==> src/rtl/uart_pkg.sv <==
// Shared UART definitions (states, line levels, baud constants) for the transmitter and receiver.
package uart_pkg;
    typedef enum logic [2:0] {IDLE, START, DATA, PARITY, STOP} uart_tx_state_t;

    localparam int   CLKS_PER_BIT_115200 = 868;
    localparam int   UART_DATA_BITS      = 8;
    localparam logic LINE_IDLE           = 1'b1;
    localparam logic LINE_START          = 1'b0;
endpackage

==> src/rtl/uart_tx_if.sv <==
// Byte handshake into the UART transmitter: producer holds data_in/data_valid until ready is seen.
interface uart_tx_if;
    import uart_pkg::*;

    logic [UART_DATA_BITS-1:0] data_in;
    logic                      data_valid;
    logic                      ready;

    modport master (output data_in, output data_valid, input ready);
    modport slave  (input data_in, input data_valid, output ready);
endinterface

==> src/rtl/uart_baud_gen.sv <==
// Bit-period timer: one-cycle tick at count CLKS_PER_BIT-1, held at 0 while clear is high.
module uart_baud_gen #(
    parameter int CLKS_PER_BIT = 868
) (
    input  logic clk,
    input  logic rst,
    input  logic clear,
    output logic tick
);
    localparam int                CNT_W   = (CLKS_PER_BIT > 1) ? $clog2(CLKS_PER_BIT) : 1;
    localparam logic [CNT_W-1:0]  CNT_MAX = CNT_W'(CLKS_PER_BIT - 1);

    if (CLKS_PER_BIT < 2) begin : g_bad_clks
        $error("uart_baud_gen: CLKS_PER_BIT must be at least 2");
    end

    logic [CNT_W-1:0] cnt_q;
    logic [CNT_W-1:0] cnt_d;

    assign tick = (cnt_q == CNT_MAX);

    always_comb begin
        cnt_d = cnt_q + CNT_W'(1);
        if (clear || tick) begin
            cnt_d = '0;
        end
    end

    always_ff @(posedge clk or posedge rst) begin
        if (rst) begin
            cnt_q <= '0;
        end else begin
            cnt_q <= cnt_d;
        end
    end
endmodule

==> src/rtl/uart_tx.sv <==
// 8N1 UART transmitter (8E1/8O1 when UART_TX_PARITY_EN is defined); tx falls 1 clk after accept.
// ready stays low for the whole frame, so data_valid while busy is ignored and the producer holds.
module uart_tx
    import uart_pkg::*;
#(
    parameter int CLKS_PER_BIT = CLKS_PER_BIT_115200,
    parameter int STOP_BITS    = 1,
    parameter bit PARITY_ODD   = 1'b0
) (
    input  logic       clk,
    input  logic       rst,
    uart_tx_if.slave   bus,
    output logic       tx,
    output logic       busy
);
    if (STOP_BITS != 1 && STOP_BITS != 2) begin : g_bad_stop
        $error("uart_tx: STOP_BITS must be 1 or 2");
    end

    localparam logic [2:0] STOP_LAST = 3'(STOP_BITS - 1);

    uart_tx_state_t            state_q;
    logic [UART_DATA_BITS-1:0] shift_q;
    logic [2:0]                bit_cnt_q;
    logic                      tx_q;
    logic                      ready_q;
    logic                      busy_q;
    logic                      tick;
    logic                      accept;

    assign accept    = bus.data_valid && ready_q;
    assign bus.ready = ready_q;
    assign tx        = tx_q;
    assign busy      = busy_q;

    uart_baud_gen #(
        .CLKS_PER_BIT (CLKS_PER_BIT)
    ) u_baud (
        .clk   (clk),
        .rst   (rst),
        .clear (state_q == IDLE),
        .tick  (tick)
    );

`ifdef UART_TX_PARITY_EN
    logic parity_q;

    always_ff @(posedge clk or posedge rst) begin
        if (rst) begin
            parity_q <= 1'b0;
        end else if (accept) begin
            parity_q <= (^bus.data_in) ^ PARITY_ODD;
        end
    end
`else
    logic unused_parity_odd;
    assign unused_parity_odd = PARITY_ODD;
`endif

    // bit_cnt_q wraps 7->0 leaving DATA, then counts stop bits.
    always_ff @(posedge clk or posedge rst) begin
        if (rst) begin
            state_q   <= IDLE;
            shift_q   <= '0;
            bit_cnt_q <= '0;
            tx_q      <= LINE_IDLE;
            ready_q   <= 1'b1;
            busy_q    <= 1'b0;
        end else begin
            case (state_q)
                IDLE: begin
                    if (accept) begin
                        shift_q <= bus.data_in;
                        state_q <= START;
                        tx_q    <= LINE_START;
                        ready_q <= 1'b0;
                        busy_q  <= 1'b1;
                    end
                end
                START: begin
                    if (tick) begin
                        state_q <= DATA;
                        tx_q    <= shift_q[0];
                    end
                end
                DATA: begin
                    if (tick) begin
                        shift_q   <= shift_q >> 1;
                        bit_cnt_q <= bit_cnt_q + 3'd1;
                        if (bit_cnt_q == 3'd7) begin
`ifdef UART_TX_PARITY_EN
                            state_q <= PARITY;
                            tx_q    <= parity_q;
`else
                            state_q <= STOP;
                            tx_q    <= LINE_IDLE;
`endif
                        end else begin
                            tx_q <= shift_q[1];
                        end
                    end
                end
`ifdef UART_TX_PARITY_EN
                PARITY: begin
                    if (tick) begin
                        state_q <= STOP;
                        tx_q    <= LINE_IDLE;
                    end
                end
`endif
                STOP: begin
                    if (tick) begin
                        if (bit_cnt_q == STOP_LAST) begin
                            state_q   <= IDLE;
                            bit_cnt_q <= '0;
                            ready_q   <= 1'b1;
                            busy_q    <= 1'b0;
                        end else begin
                            bit_cnt_q <= bit_cnt_q + 3'd1;
                        end
                    end
                end
                default: begin
                    state_q   <= IDLE;
                    bit_cnt_q <= '0;
                    tx_q      <= LINE_IDLE;
                    ready_q   <= 1'b1;
                    busy_q    <= 1'b0;
                end
            endcase
        end
    end
endmodule

==> src/flat_wrapper.sv <==
// flat-port wrapper written by rule: the top's interface ports become plain ports
module uart_tx_flat import uart_pkg::*;
#(
    parameter int CLKS_PER_BIT = CLKS_PER_BIT_115200,
    parameter int STOP_BITS    = 1,
    parameter bit PARITY_ODD   = 1'b0
)
  (clk, rst, tx, busy, bus_data_in, bus_data_valid, bus_ready);
  uart_tx_if bus_i ();
  input  logic clk;
  input  logic rst;
  output logic tx;
  output logic busy;
  input wire logic [$bits(bus_i.data_in)-1:0] bus_data_in;
  input wire logic [$bits(bus_i.data_valid)-1:0] bus_data_valid;
  output wire logic [$bits(bus_i.ready)-1:0] bus_ready;
  assign bus_i.data_in = bus_data_in;
  assign bus_i.data_valid = bus_data_valid;
  assign bus_ready = bus_i.ready;
  uart_tx #(.CLKS_PER_BIT(CLKS_PER_BIT), .STOP_BITS(STOP_BITS), .PARITY_ODD(PARITY_ODD)) u_core (.clk(clk), .rst(rst), .bus(bus_i), .tx(tx), .busy(busy));
endmodule
==> config.mk <==
export PLATFORM = sky130hd
export DESIGN_NAME = uart_tx_flat
export DESIGN_NICKNAME = d
export VERILOG_FILES = /design/src/rtl/uart_pkg.sv /design/src/rtl/uart_tx_if.sv /design/src/rtl/uart_baud_gen.sv /design/src/rtl/uart_tx.sv /design/src/flat_wrapper.sv
export SDC_FILE = /design/constraint.sdc
export NUM_CORES = 1
export LEC_CHECK = 0
export ABC_AREA = 1
export CAP_MARGIN = 30
export CORE_MARGIN = 4
export CORE_UTILIZATION = 45
export DETAILED_ROUTE_END_ITERATION = 7
export GPL_TIMING_DRIVEN = 1
export PLACE_DENSITY_LB_ADDON = 0.05
export SYNTH_ARGS = -nofsm -noshare
export SYNTH_HDL_FRONTEND = slang
export SYNTH_SLANG_ARGS = --single-unit
==> constraint.sdc <==
create_clock -name clk -period 1.88 [get_ports clk]
set_input_delay 0.188 -clock clk [delete_from_list [all_inputs] [get_ports clk]]
set_output_delay 0.188 -clock clk [all_outputs]
set_load 0.03 [all_outputs]
==> results of run 1 <==
-- worst register-to-register path, cell delays in order (launching register included) --
cell	delay [ns]
dfrtp_1	0.40
ha_1	0.21
nand2_1	0.08
nor2_2	0.14
nand3_4	0.14
nand2_4	0.20
nand2_4	0.12
nand2_1	0.09
o21ai_2	0.05
-- final timing paths --
path                                                     to  slack (ns)  cells past startpoint
min in group clk              u_core.shift_q[7]$_DFFE_PP0P_        0.41                      3
hold / removal                u_core.shift_q[3]$_DFFE_PP0P_        0.20                      3
hold reg to reg            u_core.u_baud.cnt_q[0]$_DFF_PP0_        0.47                      1
setup / recovery                                  bus_ready        0.15                      1
setup reg to reg              u_core.shift_q[7]$_DFFE_PP0P_        0.37                      8
max in group asynchronous      u_core.bus.ready$_DFFE_PP1P_        1.38                      3
-- per-layer routing --
metal	routed length [um]	share of wire
met1	1340	0.47
met2	1370	0.48
met3	95	0.033
met4	49	0.017
met5	0	0
-- synth_stat cells (2+ instances only) --
| library cell | number | area (um^2) |
|---|---|---|
| a21oi_1 | 4 | 20.0 |
| dfrtp_1 | 25 | 626 |
| dfstp_2 | 2 | 52.6 |
| ha_1 | 4 | 50.1 |
| inv_1 | 18 | 67.6 |
| nand2_1 | 75 | 282 |
| nand2_2 | 5 | 31.3 |
| nand2_4 | 2 | 22.5 |
| nand3_1 | 18 | 90.1 |
| nand3b_1 | 2 | 15.0 |
| nand4_1 | 4 | 25.0 |
| nor2_1 | 16 | 60.1 |
| nor2_2 | 4 | 25.0 |
| nor2_4 | 2 | 22.5 |
| o21ai_2 | 2 | 17.5 |
-- final cells by class --
cell class                      instances  area [um^2]  share of cell area
Multi-Input combinational cell        147          734               0.430
Clock buffer                            4         26.3              0.0154
Sequential cell                        27          678               0.397
Inverter                               20         77.6              0.0454
Timing Repair Buffer                   14          138              0.0805
Tap cell                               44         55.1              0.0322
-- kinds of logic (layout without fill, tap and decap cells) --
family          after synthesis  in the layout
flops                        27             27
simple gates                132            132
compound gates                9              9
buf+inv                      22             38
xor+xnor                      2              2
fa+ha+maj                     4              4
-- stage by stage --
step           power [mW]  worst slack (ns)  utilization  hold slack, ns
2_1_floorplan       0.608             0.536            -           0.239
5_1_grt             0.917            0.0998        0.542           0.214
3_3_place_gp        0.634             0.425        0.534           0.446
3_5_place_dp        0.634             0.398        0.534           0.456
4_1_cts             0.890             0.126        0.542           0.198
6_report            0.870             0.147        0.542           0.199
-- sequential cells by signal, indices dropped and copies added (netlist names) --
| signal | cells |
|---|---|
| u_core.busy | 1 |
| u_core.u_baud.cnt_q | 10 |
| u_core.tx | 1 |
| u_core.bit_cnt_q | 3 |
| u_core.state_q | 3 |
| u_core.bus.ready | 1 |
| u_core.shift_q | 8 |
-- power breakdown --
group / internal, mW / total [mW] / switching (mW)
Combinational: 0.0230 / 0.0409 / 0.0179
Sequential: 0.581 / 0.581 / 0
Clock: 0.0832 / 0.248 / 0.165
Total: 0.687 / 0.870 / 0.183
==> flow_metrics.py, run 1 <==
metrics = {
    "outcome": {
        "status": "completed",
    },
    "timing": {
        "rsz0062_at_grt": "no",
        "max_clock_freq_ghz": 0.577,
        "finalSetupTns_ns": 0,
        "min_period_ns": 1.73,
        "fin_worst_skew_ns": 0.000916,
        "setup_viol": 0,
        "finalCritPeriodShare": 0.922,
        "slew_violations": 0,
        "hold_violations": 0,
        "relSlewSlack": 0.766,
        "tightest_slew_ns": 0.349,
    },
    "global_routing": {
        "grt_pass1_vias": 1224,
        "antenna_found_initial": 0,
        "met1_usage": 0.200,
        "met3_usage": 0.0238,
        "track_usage": 0.150,
        "grt_pass1_wl_um": 5100,
        "grt_use_met2": 0.239,
        "busiest_layer": "met2",
        "grt-ovfl-total": 0,
        "grt_max_degree": 28,
    },
    "critical_path": {
        "crit_path_max_incr_delay_ns": 0.66,
        "cp-start-kind": "flip-flop",
        "cp_num_buf_inv": 1,
        "crit_start": "u_core.bus.ready$_DFFE_PP1P_",
        "critPathArrivalTime_ns": 1.54,
        "setup.worst_path.class": "reg -> out",
        "cpLargestDelayFamily": "buffers and inverters",
        "r2r_start": "u_core.u_baud.cnt_q[0]$_DFF_PP0_",
        "cp-end-kind": "primary output",
        "slowest_stage": "clkdlybuf4s50_1",
        "worstPathMaxFanout": 3,
        "crit_chain": "clkdlybuf4s50_1",
        "required_ns": 1.69,
    },
    "layout": {
        "final_cells": 256,
        "fin_area_um2": 1710,
        "final_net_count": 228,
        "layout_common_cells": "nand2_1 (75), dfrtp_1 (25), inv_1 (18), nand3_1 (18), nor2_1 (16)",
        "mostFrequentLayoutCell": "nand2_1",
        "drive_above_1_share": 0.118,
        "num_antenna_cells": 0,
        "areaGrowthSynthToFinish_pct": 12.3,
        "fillers": 329,
    },
    "route": {
        "first_iter_violations": 43,
        "drt.antenna.violating_nets": 0,
        "drc": 0,
        "drt-total-wl_um": 2860,
        "viasPerCell": 4.92,
        "wl_per_cell_um": 11.2,
        "vias": 1259,
        "drt_first_pass_iters": 5,
    },
    "clock_tree": {
        "cts_sinks": 27,
        "htreeDepth": 1,
        "clockBufferDepth": 2,
        "cts_setup_buffers": 0,
        "clk_pin_slew_ns": 0.14,
        "cts_buffers": 3,
        "root_buffer": "clkbuf_4",
        "insertion_delay_ns": 0.32,
        "tritoncts": "done",
        "post_cts_resized": 0,
        "postCtsHoldBufs": 0,
    },
    "synthesis": {
        "synth-simple-area-share": 0.402,
        "ys_ff_latch": 27,
        "synth_fa_ha_area_frac": 0.0329,
        "syn_inst": 196,
        "ys_seq_area_frac": 0.446,
        "synth-main-ff-cell": "dfrtp_1",
        "syn_avg_cell_area_um2": 7.76,
        "syn_area_um2": 1520,
        "synth_compound_area_frac": 0.0362,
        "synth_enable_flop_cells": 0,
        "synth_top_family_by_area": "simple AND/OR/NAND/NOR gates",
        "synth_warnings": 0,
        "ys_types": 28,
        "async_flop_share": 1.00,
        "yosys.area_share.xor_xnor": 0.0115,
        "muxShareOfSynthArea": 0,
        "synth.net_count": 211,
    },
    "placed_design": {
        "placed_area_um2": 1680,
        "post-dp-hpwl_um": 2190,
        "numPortBuffers": 13,
        "gp_congestion": 0.821,
        "dp_cells": 252,
    },
    "die": {
        "coreArea_um2": 3150,
        "io_pins": 14,
        "die_h_um": 66.1,
        "std_cell_rows": 20,
        "die_x_um": 66.1,
        "die_area_um2": 4380,
        "start_util": 0.483,
    },
    "pwr": {
        "ir_drop_mv": 0.316,
        "p_leak_nw": 0.867,
        "power.density_nw_per_um2": 509,
    },
    "worst_hold_path": {
        "hold_class": "in -> async",
    },
    "job": {
        "drv_cap": 0,
    },
}
No activity file was read; power rests on OpenSTA's default activity.
==> inputs of run 2 (changes only) <==
- CTS_CLUSTER_DIAMETER: unset -> 150
==> results of run 2 <==
Final layout, timing and power as in run 1 (identical DEF).
